==> src/rtl/lsu_pkg.sv <==
// Shared constants for the load/store unit: bus widths, one-hot load/store
// encodings coming from the execute stage, and the transaction FSM states.
package lsu_pkg;

  localparam int LSU_XLEN    = 32;
  localparam int LSU_XREG_AW = 5;

  localparam logic [4:0] NO_LOAD = 5'b00000;
  localparam logic [4:0] LOAD_B  = 5'b00001;
  localparam logic [4:0] LOAD_H  = 5'b00010;
  localparam logic [4:0] LOAD_W  = 5'b00100;
  localparam logic [4:0] LOAD_BU = 5'b01000;
  localparam logic [4:0] LOAD_HU = 5'b10000;

  localparam logic [2:0] NO_STORE = 3'b000;
  localparam logic [2:0] STORE_B  = 3'b001;
  localparam logic [2:0] STORE_H  = 3'b010;
  localparam logic [2:0] STORE_W  = 3'b100;

  typedef enum logic [1:0] {
    IDLE = 2'd0,
    REQ  = 2'd1,
    WAIT = 2'd2
  } lsu_state_e;

endpackage

==> src/rtl/lsu_if.sv <==
// Data-memory req/gnt/rvalid bus; the LSU drives it as master, the memory
// answers as slave.
interface lsu_if #(
  parameter int XLEN = lsu_pkg::LSU_XLEN
);

  logic            dmem_req_out;
  logic            dmem_we_out;
  logic [XLEN-1:0] dmem_addr_out;
  logic [3:0]      dmem_be_out;
  logic [XLEN-1:0] dmem_wdata_out;
  logic            dmem_gnt_in;
  logic            dmem_rvalid_in;
  logic [XLEN-1:0] dmem_rdata_in;

  modport master (
    output dmem_req_out, dmem_we_out, dmem_addr_out, dmem_be_out, dmem_wdata_out,
    input  dmem_gnt_in, dmem_rvalid_in, dmem_rdata_in
  );

  modport slave (
    input  dmem_req_out, dmem_we_out, dmem_addr_out, dmem_be_out, dmem_wdata_out,
    output dmem_gnt_in, dmem_rvalid_in, dmem_rdata_in
  );

endinterface

==> src/rtl/lsu_lane_align.sv <==
// Byte-lane steering for the LSU: store byte enables and lane replication plus
// misalignment on the request side, and load extraction/extension on the response side.
module lsu_lane_align
  import lsu_pkg::*;
#(
  parameter int XLEN = LSU_XLEN
) (
  input  logic [4:0]      load_flag_i,
  input  logic [2:0]      store_flag_i,
  input  logic [1:0]      req_off_i,
  input  logic [XLEN-1:0] store_data_i,
  output logic [3:0]      be_o,
  output logic [XLEN-1:0] wdata_o,
  output logic            misalign_o,

  input  logic [4:0]      rsp_load_flag_i,
  input  logic [1:0]      rsp_off_i,
  input  logic [XLEN-1:0] rdata_i,
  output logic [XLEN-1:0] load_data_o
);

  logic            is_half;
  logic            is_word;
  logic [XLEN-1:0] shifted;

  always_comb begin
    is_half    = (|(load_flag_i & (LOAD_H | LOAD_HU))) | (|(store_flag_i & STORE_H));
    is_word    = (|(load_flag_i & LOAD_W)) | (|(store_flag_i & STORE_W));
    misalign_o = (is_half & req_off_i[0]) | (is_word & (req_off_i != 2'b00));

    // Loads read the whole word, so they keep every lane enabled.
    be_o    = 4'b1111;
    wdata_o = store_data_i;
    if (|(store_flag_i & STORE_B)) begin
      be_o    = 4'b0001 << req_off_i;
      wdata_o = {(XLEN/8){store_data_i[7:0]}};
    end else if (|(store_flag_i & STORE_H)) begin
      be_o    = 4'b0011 << req_off_i;
      wdata_o = {(XLEN/16){store_data_i[15:0]}};
    end
  end

  always_comb begin
    shifted     = rdata_i >> {rsp_off_i, 3'b000};
    load_data_o = rdata_i;
    if (|(rsp_load_flag_i & LOAD_B)) begin
      load_data_o = {{(XLEN-8){shifted[7]}}, shifted[7:0]};
    end else if (|(rsp_load_flag_i & LOAD_BU)) begin
      load_data_o = {{(XLEN-8){1'b0}}, shifted[7:0]};
    end else if (|(rsp_load_flag_i & LOAD_H)) begin
      load_data_o = {{(XLEN-16){shifted[15]}}, shifted[15:0]};
    end else if (|(rsp_load_flag_i & LOAD_HU)) begin
      load_data_o = {{(XLEN-16){1'b0}}, shifted[15:0]};
    end
  end

endmodule

==> src/rtl/lsu.sv <==
// Load/store unit behind EX: one outstanding data-memory transaction at a time,
// pipeline stall while busy, and a registered write-back slot for every instruction.
module lsu
  import lsu_pkg::*;
#(
  parameter int XLEN           = LSU_XLEN,
  parameter int XREG_ADDRWIDTH = LSU_XREG_AW
) (
  input  logic                      clk,
  input  logic                      rst,
  input  logic                      valid_in,
  input  logic [4:0]                load_flag_in,
  input  logic [2:0]                store_flag_in,
  input  logic [XLEN-1:0]           addr_in,
  input  logic [XLEN-1:0]           store_data_in,
  input  logic                      rd_en_in,
  input  logic [XREG_ADDRWIDTH-1:0] rd_addr_in,
  output logic                      stall_out,
  lsu_if.master                     dmem,
  output logic                      wb_valid_out,
  output logic                      wb_en_out,
  output logic [XREG_ADDRWIDTH-1:0] wb_addr_out,
  output logic [XLEN-1:0]           wb_data_out,
  output logic                      misalign_out
);

  lsu_state_e state_q, state_d;

  logic                      req_q, req_d;
  logic                      we_q, we_d;
  logic [XLEN-1:0]           addr_q, addr_d;
  logic [3:0]                be_q, be_d;
  logic [XLEN-1:0]           wdata_q, wdata_d;
  logic [4:0]                cap_load_q, cap_load_d;
  logic [1:0]                cap_off_q, cap_off_d;
  logic                      cap_rd_en_q, cap_rd_en_d;
  logic [XREG_ADDRWIDTH-1:0] cap_rd_addr_q, cap_rd_addr_d;
  logic                      wb_valid_q, wb_valid_d;
  logic                      wb_en_q, wb_en_d;
  logic [XREG_ADDRWIDTH-1:0] wb_addr_q, wb_addr_d;
  logic [XLEN-1:0]           wb_data_q, wb_data_d;
  logic                      misalign_q, misalign_d;

  logic            is_load;
  logic [2:0]      store_flag_eff;
  logic            is_mem;
  logic            load_done;
  logic [3:0]      lane_be;
  logic [XLEN-1:0] lane_wdata;
  logic            lane_misalign;
  logic [XLEN-1:0] load_data;

  // A load kind takes precedence, so a malformed pair never becomes a write.
  assign is_load        = |load_flag_in;
  assign store_flag_eff = is_load ? NO_STORE : store_flag_in;
  assign is_mem         = is_load | (|store_flag_eff);

  lsu_lane_align #(.XLEN(XLEN)) u_align (
    .load_flag_i     (load_flag_in),
    .store_flag_i    (store_flag_eff),
    .req_off_i       (addr_in[1:0]),
    .store_data_i    (store_data_in),
    .be_o            (lane_be),
    .wdata_o         (lane_wdata),
    .misalign_o      (lane_misalign),
    .rsp_load_flag_i (cap_load_q),
    .rsp_off_i       (cap_off_q),
    .rdata_i         (dmem.dmem_rdata_in),
    .load_data_o     (load_data)
  );

  always_comb begin
    state_d       = state_q;
    req_d         = req_q;
    we_d          = we_q;
    addr_d        = addr_q;
    be_d          = be_q;
    wdata_d       = wdata_q;
    cap_load_d    = cap_load_q;
    cap_off_d     = cap_off_q;
    cap_rd_en_d   = cap_rd_en_q;
    cap_rd_addr_d = cap_rd_addr_q;
    wb_valid_d    = 1'b0;
    wb_en_d       = 1'b0;
    wb_addr_d     = wb_addr_q;
    wb_data_d     = wb_data_q;
    misalign_d    = 1'b0;
    load_done     = 1'b0;

    unique case (state_q)
      IDLE: begin
        if (valid_in) begin
          if (!is_mem) begin
            wb_valid_d = 1'b1;
            wb_en_d    = rd_en_in;
            wb_addr_d  = rd_addr_in;
            wb_data_d  = addr_in;
          end else if (lane_misalign) begin
            // Dropped access retires without a write; the faulting address rides along.
            misalign_d = 1'b1;
            wb_valid_d = 1'b1;
            wb_addr_d  = rd_addr_in;
            wb_data_d  = addr_in;
          end else begin
            state_d       = REQ;
            req_d         = 1'b1;
            we_d          = ~is_load;
            addr_d        = {addr_in[XLEN-1:2], 2'b00};
            be_d          = lane_be;
            wdata_d       = is_load ? '0 : lane_wdata;
            cap_load_d    = load_flag_in;
            cap_off_d     = addr_in[1:0];
            cap_rd_en_d   = rd_en_in;
            cap_rd_addr_d = rd_addr_in;
          end
        end
      end
      REQ: begin
        if (dmem.dmem_gnt_in) begin
          req_d = 1'b0;
          if (we_q) begin
            state_d    = IDLE;
            wb_valid_d = 1'b1;
            wb_addr_d  = cap_rd_addr_q;
          end else if (dmem.dmem_rvalid_in) begin
            load_done = 1'b1;
          end else begin
            state_d = WAIT;
          end
        end
      end
      WAIT: begin
        if (dmem.dmem_rvalid_in) begin
          load_done = 1'b1;
        end
      end
      default: state_d = IDLE;
    endcase

    if (load_done) begin
      state_d    = IDLE;
      wb_valid_d = 1'b1;
      wb_en_d    = cap_rd_en_q;
      wb_addr_d  = cap_rd_addr_q;
      wb_data_d  = load_data;
    end
  end

  always_ff @(posedge clk or posedge rst) begin
    if (rst) begin
      state_q       <= IDLE;
      req_q         <= 1'b0;
      we_q          <= 1'b0;
      addr_q        <= '0;
      be_q          <= '0;
      wdata_q       <= '0;
      cap_load_q    <= '0;
      cap_off_q     <= '0;
      cap_rd_en_q   <= 1'b0;
      cap_rd_addr_q <= '0;
      wb_valid_q    <= 1'b0;
      wb_en_q       <= 1'b0;
      wb_addr_q     <= '0;
      wb_data_q     <= '0;
      misalign_q    <= 1'b0;
    end else begin
      state_q       <= state_d;
      req_q         <= req_d;
      we_q          <= we_d;
      addr_q        <= addr_d;
      be_q          <= be_d;
      wdata_q       <= wdata_d;
      cap_load_q    <= cap_load_d;
      cap_off_q     <= cap_off_d;
      cap_rd_en_q   <= cap_rd_en_d;
      cap_rd_addr_q <= cap_rd_addr_d;
      wb_valid_q    <= wb_valid_d;
      wb_en_q       <= wb_en_d;
      wb_addr_q     <= wb_addr_d;
      wb_data_q     <= wb_data_d;
      misalign_q    <= misalign_d;
    end
  end

  assign stall_out           = (state_q != IDLE);
  assign dmem.dmem_req_out   = req_q;
  assign dmem.dmem_we_out    = we_q;
  assign dmem.dmem_addr_out  = addr_q;
  assign dmem.dmem_be_out    = be_q;
  assign dmem.dmem_wdata_out = wdata_q;
  assign wb_valid_out        = wb_valid_q;
  assign wb_en_out           = wb_en_q;
  assign wb_addr_out         = wb_addr_q;
  assign wb_data_out         = wb_data_q;
  assign misalign_out        = misalign_q;

endmodule

==> src/flat_wrapper.sv <==
// flat-port wrapper written by rule: the top's interface ports become plain ports
module lsu_flat import lsu_pkg::*;
#(
  parameter int XLEN           = LSU_XLEN,
  parameter int XREG_ADDRWIDTH = LSU_XREG_AW
)
  (clk, rst, valid_in, load_flag_in, store_flag_in, addr_in, store_data_in, rd_en_in, rd_addr_in, stall_out, wb_valid_out, wb_en_out, wb_addr_out, wb_data_out, misalign_out, dmem_dmem_req_out, dmem_dmem_we_out, dmem_dmem_addr_out, dmem_dmem_be_out, dmem_dmem_wdata_out, dmem_dmem_gnt_in, dmem_dmem_rvalid_in, dmem_dmem_rdata_in);
  lsu_if #(.XLEN(XLEN)) dmem_i ();
  input  logic clk;
  input  logic rst;
  input  logic valid_in;
  input  logic [4:0] load_flag_in;
  input  logic [2:0] store_flag_in;
  input  logic [XLEN-1:0] addr_in;
  input  logic [XLEN-1:0] store_data_in;
  input  logic rd_en_in;
  input  logic [XREG_ADDRWIDTH-1:0] rd_addr_in;
  output logic stall_out;
  output logic wb_valid_out;
  output logic wb_en_out;
  output logic [XREG_ADDRWIDTH-1:0] wb_addr_out;
  output logic [XLEN-1:0] wb_data_out;
  output logic misalign_out;
  output wire logic [$bits(dmem_i.dmem_req_out)-1:0] dmem_dmem_req_out;
  output wire logic [$bits(dmem_i.dmem_we_out)-1:0] dmem_dmem_we_out;
  output wire logic [$bits(dmem_i.dmem_addr_out)-1:0] dmem_dmem_addr_out;
  output wire logic [$bits(dmem_i.dmem_be_out)-1:0] dmem_dmem_be_out;
  output wire logic [$bits(dmem_i.dmem_wdata_out)-1:0] dmem_dmem_wdata_out;
  input wire logic [$bits(dmem_i.dmem_gnt_in)-1:0] dmem_dmem_gnt_in;
  input wire logic [$bits(dmem_i.dmem_rvalid_in)-1:0] dmem_dmem_rvalid_in;
  input wire logic [$bits(dmem_i.dmem_rdata_in)-1:0] dmem_dmem_rdata_in;
  assign dmem_dmem_req_out = dmem_i.dmem_req_out;
  assign dmem_dmem_we_out = dmem_i.dmem_we_out;
  assign dmem_dmem_addr_out = dmem_i.dmem_addr_out;
  assign dmem_dmem_be_out = dmem_i.dmem_be_out;
  assign dmem_dmem_wdata_out = dmem_i.dmem_wdata_out;
  assign dmem_i.dmem_gnt_in = dmem_dmem_gnt_in;
  assign dmem_i.dmem_rvalid_in = dmem_dmem_rvalid_in;
  assign dmem_i.dmem_rdata_in = dmem_dmem_rdata_in;
  lsu #(.XLEN(XLEN), .XREG_ADDRWIDTH(XREG_ADDRWIDTH)) u_core (.clk(clk), .rst(rst), .valid_in(valid_in), .load_flag_in(load_flag_in), .store_flag_in(store_flag_in), .addr_in(addr_in), .store_data_in(store_data_in), .rd_en_in(rd_en_in), .rd_addr_in(rd_addr_in), .stall_out(stall_out), .dmem(dmem_i), .wb_valid_out(wb_valid_out), .wb_en_out(wb_en_out), .wb_addr_out(wb_addr_out), .wb_data_out(wb_data_out), .misalign_out(misalign_out));
endmodule
==> config.mk <==
export PLATFORM = sky130hd
export DESIGN_NAME = lsu_flat
export DESIGN_NICKNAME = d
export VERILOG_FILES = /design/src/rtl/lsu_pkg.sv /design/src/rtl/lsu_if.sv /design/src/rtl/lsu_lane_align.sv /design/src/rtl/lsu.sv /design/src/flat_wrapper.sv
export SDC_FILE = /design/constraint.sdc
export NUM_CORES = 1
export LEC_CHECK = 0
export ABC_AREA = 1
export CORE_ASPECT_RATIO = 0.8
export CORE_MARGIN = 8
export CORE_UTILIZATION = 45
export DETAILED_ROUTE_END_ITERATION = 8
export PLACE_DENSITY = 0.9
export SLEW_MARGIN = 25
export SYNTH_ARGS = -nofsm -noshare
export SYNTH_HDL_FRONTEND = slang
export SYNTH_HIERARCHICAL = 1
export SYNTH_SLANG_ARGS = --single-unit
==> constraint.sdc <==
create_clock -name clk -period 11.3 [get_ports clk]
set_input_delay 3.39 -clock clk [delete_from_list [all_inputs] [get_ports clk]]
set_output_delay 3.39 -clock clk [all_outputs]
set_load 0.02 [all_outputs]
Word level (Yosys, flattened, before mapping)
Cells that the tools add are included.
- register bits after elaboration: 123
- output and inout bits: 111
- input bits: 115
- word-level logic and storage cells: 109
- bitwise gates (word level): 8
- equality and inequality tests: 15
- multiplexer cells: 53
- reductions and logical operators: 15
- shift-type cells: 3
- operator list (kind ; number):
    $mux W32 ; 12
    $shr A32 B5 Y16 ; 1
    $mux W5 ; 6
    $mux W1 ; 20
    $mux W2 ; 7
    $pmux W5 S2 ; 1
    $reduce_and A5 Y1 ; 2
    $reduce_bool A2 Y1 ; 5
    $ne A3 B2 Y1 const B ; 3
    $mux W4 ; 2
    $ne A2 B2 Y1 const B ; 3
    $ne A3 B1 Y1 const B ; 2
    $pmux W1 S2 ; 3
    $pmux W2 S3 ; 1
    $reduce_and A6 Y1 ; 1
    $reduce_or A5 Y1 ; 1
    $ne A2 B1 Y1 const B ; 2
    $ne A4 B2 Y1 const B ; 1
    $ne A4 B4 Y1 const B ; 1
    $or A1 B1 Y1 ; 4
    $reduce_and A4 Y1 ; 1
    $shl A1 B2 Y4 const A ; 1
    $shl A2 B2 Y4 const A ; 1
    $mux W3 ; 1
    10 further kinds ; 12

Depth between registers and ports, before layout
- depth in word-level cells: 10
- depth in mapped cells: 16

Cells and area by module
Netlist, hierarchy kept.
- by module, submodules not included (module ; instances ; area each (µm²) ; seq. area each (µm²) ; cells an instance):
    lsu ; 1 ; 5461.5 ; 3078.0 ; 692
    lsu_lane_align ; 1 ; 1310.0 ; 0.0 ; 283

Least setup slack after synthesis
Ideal clock, no wire load.
- path type: input -> register
- from: input port load_flag_in[3]
- to: register u_core.wb_data_q[10], in the netlist u_core/wb_data_out[10]
- slack: 6.112 ns
- library setup time: 0.117 ns
- buffers on the path: 2
- arrival: 5.071 ns
- stages: 14
- required time: 11.183 ns
- cell sequence: nor2_1 nand2_1 nor2_4 inv_1 nor2_1 buf_2 nor3_1 o21ai_0 inv_1 nand2_2 nand2_2 clkbuf_1 nand3_1 nand2_1
- elaborated cells between the ends (all ways): 15
- those cells by class: eq/ne (1); mux (5); bitwise (6); reduce/logical (3)
- RTL lines (what ; RTL line ; RTL):
    start: declaration ; flat_wrapper.sv:12 ; input logic [4:0] load_flag_in;
    $reduce_or A5 Y1 ; lsu.sv:54 ; assign is_load = |load_flag_in;
    $mux W3 ; lsu.sv:55 ; assign store_flag_eff = is_load ? NO_STORE : store_flag_in;
    named net u_core.store_flag_eff[1] ; lsu.sv:45 ; logic [2:0] store_flag_eff;
    $or A1 B1 Y1 ; lsu_lane_align.sv:27 ; is_half = (|(load_flag_i & (LOAD_H | LOAD_HU))) | (|(store_flag_i & STORE_H));
    $and A1 B1 Y1 ; lsu_lane_align.sv:29 ; misalign_o = (is_half & req_off_i[0]) | (is_word & (req_off_i != 2'b00));
    $or A1 B1 Y1 ; lsu_lane_align.sv:29 ;
    named net u_core.lane_misalign ; lsu.sv:50 ; logic lane_misalign;
    $ne A3 B3 Y1 (no line) ; -- ;
    $reduce_and A3 Y1 (no line) ; -- ;
    end signal: assignment ; lsu.sv:180 ; wb_data_q <= wb_data_d;
    end: declaration ; lsu.sv:41 ; logic [XLEN-1:0] wb_data_q, wb_data_d;
The timed path passes the listed nets, and every way through them passes these cells. The select of a mux whose other input is x is not followed.
A chain may end at the register's enable or synchronous reset.

Final worst setup path
- from: input port load_flag_in[3]
- to: register u_core.cap_rd_addr_q[4]
- cells in the longest elaborated chain, start to end: 7
- elaborated cells between the ends (all ways): 11
- those cells by class: mux (1); bitwise (7); reduce/logical (3)
- RTL lines (what ; RTL line ; RTL):
    $reduce_or A5 Y1 ; lsu.sv:54 ;
    $mux W3 ; lsu.sv:55 ;
    named net u_core.store_flag_eff[1] ; lsu.sv:45 ;
    $or A1 B1 Y1 ; lsu_lane_align.sv:27 ;
    $and A1 B1 Y1 ; lsu_lane_align.sv:29 ;
    $or A1 B1 Y1 ; lsu_lane_align.sv:29 ;
    named net u_core.lane_misalign ; lsu.sv:50 ;
    $not A1 Y1 (no line) ; -- ;
    $reduce_and A4 Y1 (no line) ; -- ;
    end signal: assignment ; lsu.sv:176 ; cap_rd_addr_q <= cap_rd_addr_d;
    end: declaration ; lsu.sv:37 ; logic [XREG_ADDRWIDTH-1:0] cap_rd_addr_q, cap_rd_addr_d;
The timed path passes the listed nets, and every way through them passes these cells.

==> flow_summary_export.csv <==
group,metric,value,unit
status,status,"finished clean",
global_routing,grt_max_degree,89,
synth,syn-cell-area,6735,um^2
route,first_iter_violations,725,
sta,finalCritPeriodShare,65.34,%
finish,drive_above_1_share,4.608,%
pwr,clockPowerShare,24.1,%
global_routing,grt_usage,23.09,%
die,die_area,19160,um^2
finish,insertedDiodeCount,0,
die,core,14810,um^2
synth,synth_warnings,6,
route,firstDrtPassIters,7,
sta,worst_slew_pin_slew,923.1,ps
sta,fin_worst_skew,10.22,ps
hold_path,timing.hold.worst.class,"reg -> reg",
die,die_h,125.4,um
clock_tree,path_clk_slew,50,ps
setup_path,r2r_cells,8,
pwr,seqPwrFrac,29.2,%
setup_path,path_depth,14,
finish,layout_commonest_cell,"nand2_1",
setup_path,crit_fanout,88,
setup_path,path_delay_family,"buffers and inverters",
pwr,switching_power,0.0009693,W
die,ioPinCount,226,
pwr,combPwrFrac,46.7,%
job,cap_viol_max_count,0,
route,vias,7053,
clock_tree,post_cts_buffers,0,
route,final_antenna_net_count,0,
sta,setup_viol,0,
pwr,irDropWorstVdd,149.3,uV
global_routing,antenna_found_initial,0,
pwr,internal_power,0.001407,W
finish,area_growth,41.43,%
setup_path,cp.required,11550,ps
global_routing,grt.overflow.total,0,
sta,hold_viol,0,
clock_tree,clkLatencyLatePin,410,ps
clock_tree,numCtsBuffers,17,
pwr,swShare,40.79,%
finish,nets,1281,
setup_path,cp.arrival,7630,ps
die,die_w,152.8,um
finish,fin_cells,1361,
route,routedWlPerCell,16.41,um
clock_tree,clock-sinks,122,
place,post-dp-hpwl,15.87,mm
setup_path,crit_type,"in -> reg",
hold_path,whs_path_depth,2,
setup_path,reg2reg_slack,8690,ps
finish,nFillCells,1283,
die,core.rowCount,40,
setup_path,slowest_delay,750,ps
setup_path,end_kind,"flop",
sta,rsz0062_at_grt,"false",
clock_tree,htree_levels,4,
pwr,leakage,4.926,nW
sta,maxSlewViolCount,0,
setup_path,critPathBufInv,5,
synth,synthCells,971,
place,port_buffers,223,
sta,tns,0,ps
clock_tree,cts_root_buf,"clkbuf_16",
finish,mostFrequentLayoutCells,"nand2_1, clkdlybuf4s50_1, dfrtp_1",
pwr,p_per_area,249.4,nW/um^2
global_routing,grt_pass1_vias,6911,
route,totalWireLength,22.34,mm
setup_path,cp_cell_sequence,"clkdlybuf4s50_1 -> nor2_1 -> nand2_1 -> nor2_4 -> inv_1 -> nor2_1 -> nor3_1 -> o21ai_0 -> inv_1 -> nand2_2 -> nor2_4 -> buf_4 -> inv_4 -> o21ai_0",
place,dp.cells,1329,
synth,syn_avg_cell_area,6.936,um^2
route,drc_errors,0,
place,gp_congestion,0.9293,
route,avgViaCountPerCell,5.182,
sta,max_freq,0.1354,GHz
setup_path,crit_path_start_kind,"input port",
sta,fin_crit,7383,ps
clock_tree,cts_resized,0,
clock_tree,holdBufCountCts,0,
clock_tree,cts_tree,"yes",
global_routing,grt_pass1_wl,35.69,mm
die,start_util,45.46,%
setup_path,crit_slowest_cell,"inv_4",
sta,slew_headroom,38.23,%
clock_tree,cts_max_path_buffers,2,
==> per-stage QoR <==
stage / hold WS (ps) / total power, W / setup WS, ps / utilization (%) / instance area [um^2]
after floorplan: 442.2 / 0.001363 / 4667 / - / 6739
after CTS: 475.3 / 0.002385 / 3958 / 64.27 / 9522
after detailed placement: 461.3 / 0.001800 / 3543 / 60.07 / 8899
after global placement: 454.1 / 0.001777 / 3680 / 60.07 / 8899
after global routing: 488.0 / 0.002531 / 3578 / 64.30 / 9525
final: 474.7 / 0.002376 / 3917 / 64.30 / 9525
==> layout make-up <==
type | instances | area, um^2 | share of cell area [%]
multi-input combinational | 740 | 3149 | 33.06
sequential | 122 | 3053 | 32.05
timing repair buffer | 226 | 2258 | 23.71
clock buffer | 22 | 484.2 | 5.083
clock inverter | 10 | 138.9 | 1.458
inverter | 52 | 205.2 | 2.154
tap | 189 | 236.5 | 2.483
==> power by group through the flow <==
stage / sequential [W] / clock [W] / combinational (W)
2_1_floorplan: 0.000839 / 0 / 0.000524
4_1_cts: 0.000695 / 0.000581 / 0.00111
6_report: 0.000695 / 0.000572 / 0.00111
5_1_grt: 0.000717 / 0.000600 / 0.00121
3_3_place_gp: 0.000696 / 0 / 0.00108
3_5_place_dp: 0.000699 / 0 / 0.00110
==> registers in the layout (all words and copies together), names as in the netlist <==
signal and count:
u_core/wb_addr_out 5, u_core/dmem.dmem_req_out 1, u_core/cap_rd_addr_q 5, u_core/dmem.dmem_addr_out 30
u_core/cap_load_q 4, u_core/cap_off_q 2, u_core/cap_rd_en_q 1, u_core/wb_data_out 32
u_core/dmem.dmem_wdata_out 32, u_core/wb_en_out 1, u_core/dmem.dmem_we_out 1, u_core/misalign_out 1
u_core/state_q 2, u_core/dmem.dmem_be_out 4, u_core/wb_valid_out 1
==> per-layer routing <==
| metal | track usage [%] | wire length [um] | vias up |
|---|---|---|---|
| met5 | 0 | 0 | - |
| met4 | 8.827 | 585 | 0 |
| met3 | 7.160 | 1983 | 41 |
| met2 | 36.86 | 10310 | 303 |
| met1 | 28.91 | 9459 | 3298 |
| li1 | - | - | 3411 |
==> worst reg2reg max path: cells and delay by family, from the launching register on <==
family                     cells  cell delay [ps]
DFF                            1              400
and+or+nand+nor                3              470
AOI/OAI and AO/OA              1              100
buffers and inverters          3             1240
adders and majority gates      1              260
==> worst paths after layout <==
kind	end	startpoint
min	u_core/dmem.dmem_addr_out[4]$_DFFE_PP0P_	u_core/dmem.dmem_addr_out[4]$_DFFE_PP0P_
min in group asynchronous	u_core/dmem.dmem_wdata_out[26]$_DFFE_PP0P_	rst
max reg2reg	u_core/cap_load_q[4]$_DFFE_PP0P_	u_core/state_q[0]$_DFFE_PP0P_
min reg2reg	u_core/dmem.dmem_addr_out[4]$_DFFE_PP0P_	u_core/dmem.dmem_addr_out[4]$_DFFE_PP0P_
max	u_core/cap_rd_addr_q[4]$_DFFE_PP0P_	load_flag_in[3]
max in group asynchronous	u_core/cap_rd_addr_q[1]$_DFFE_PP0P_	rst
(Power assumes the default switching activity.)
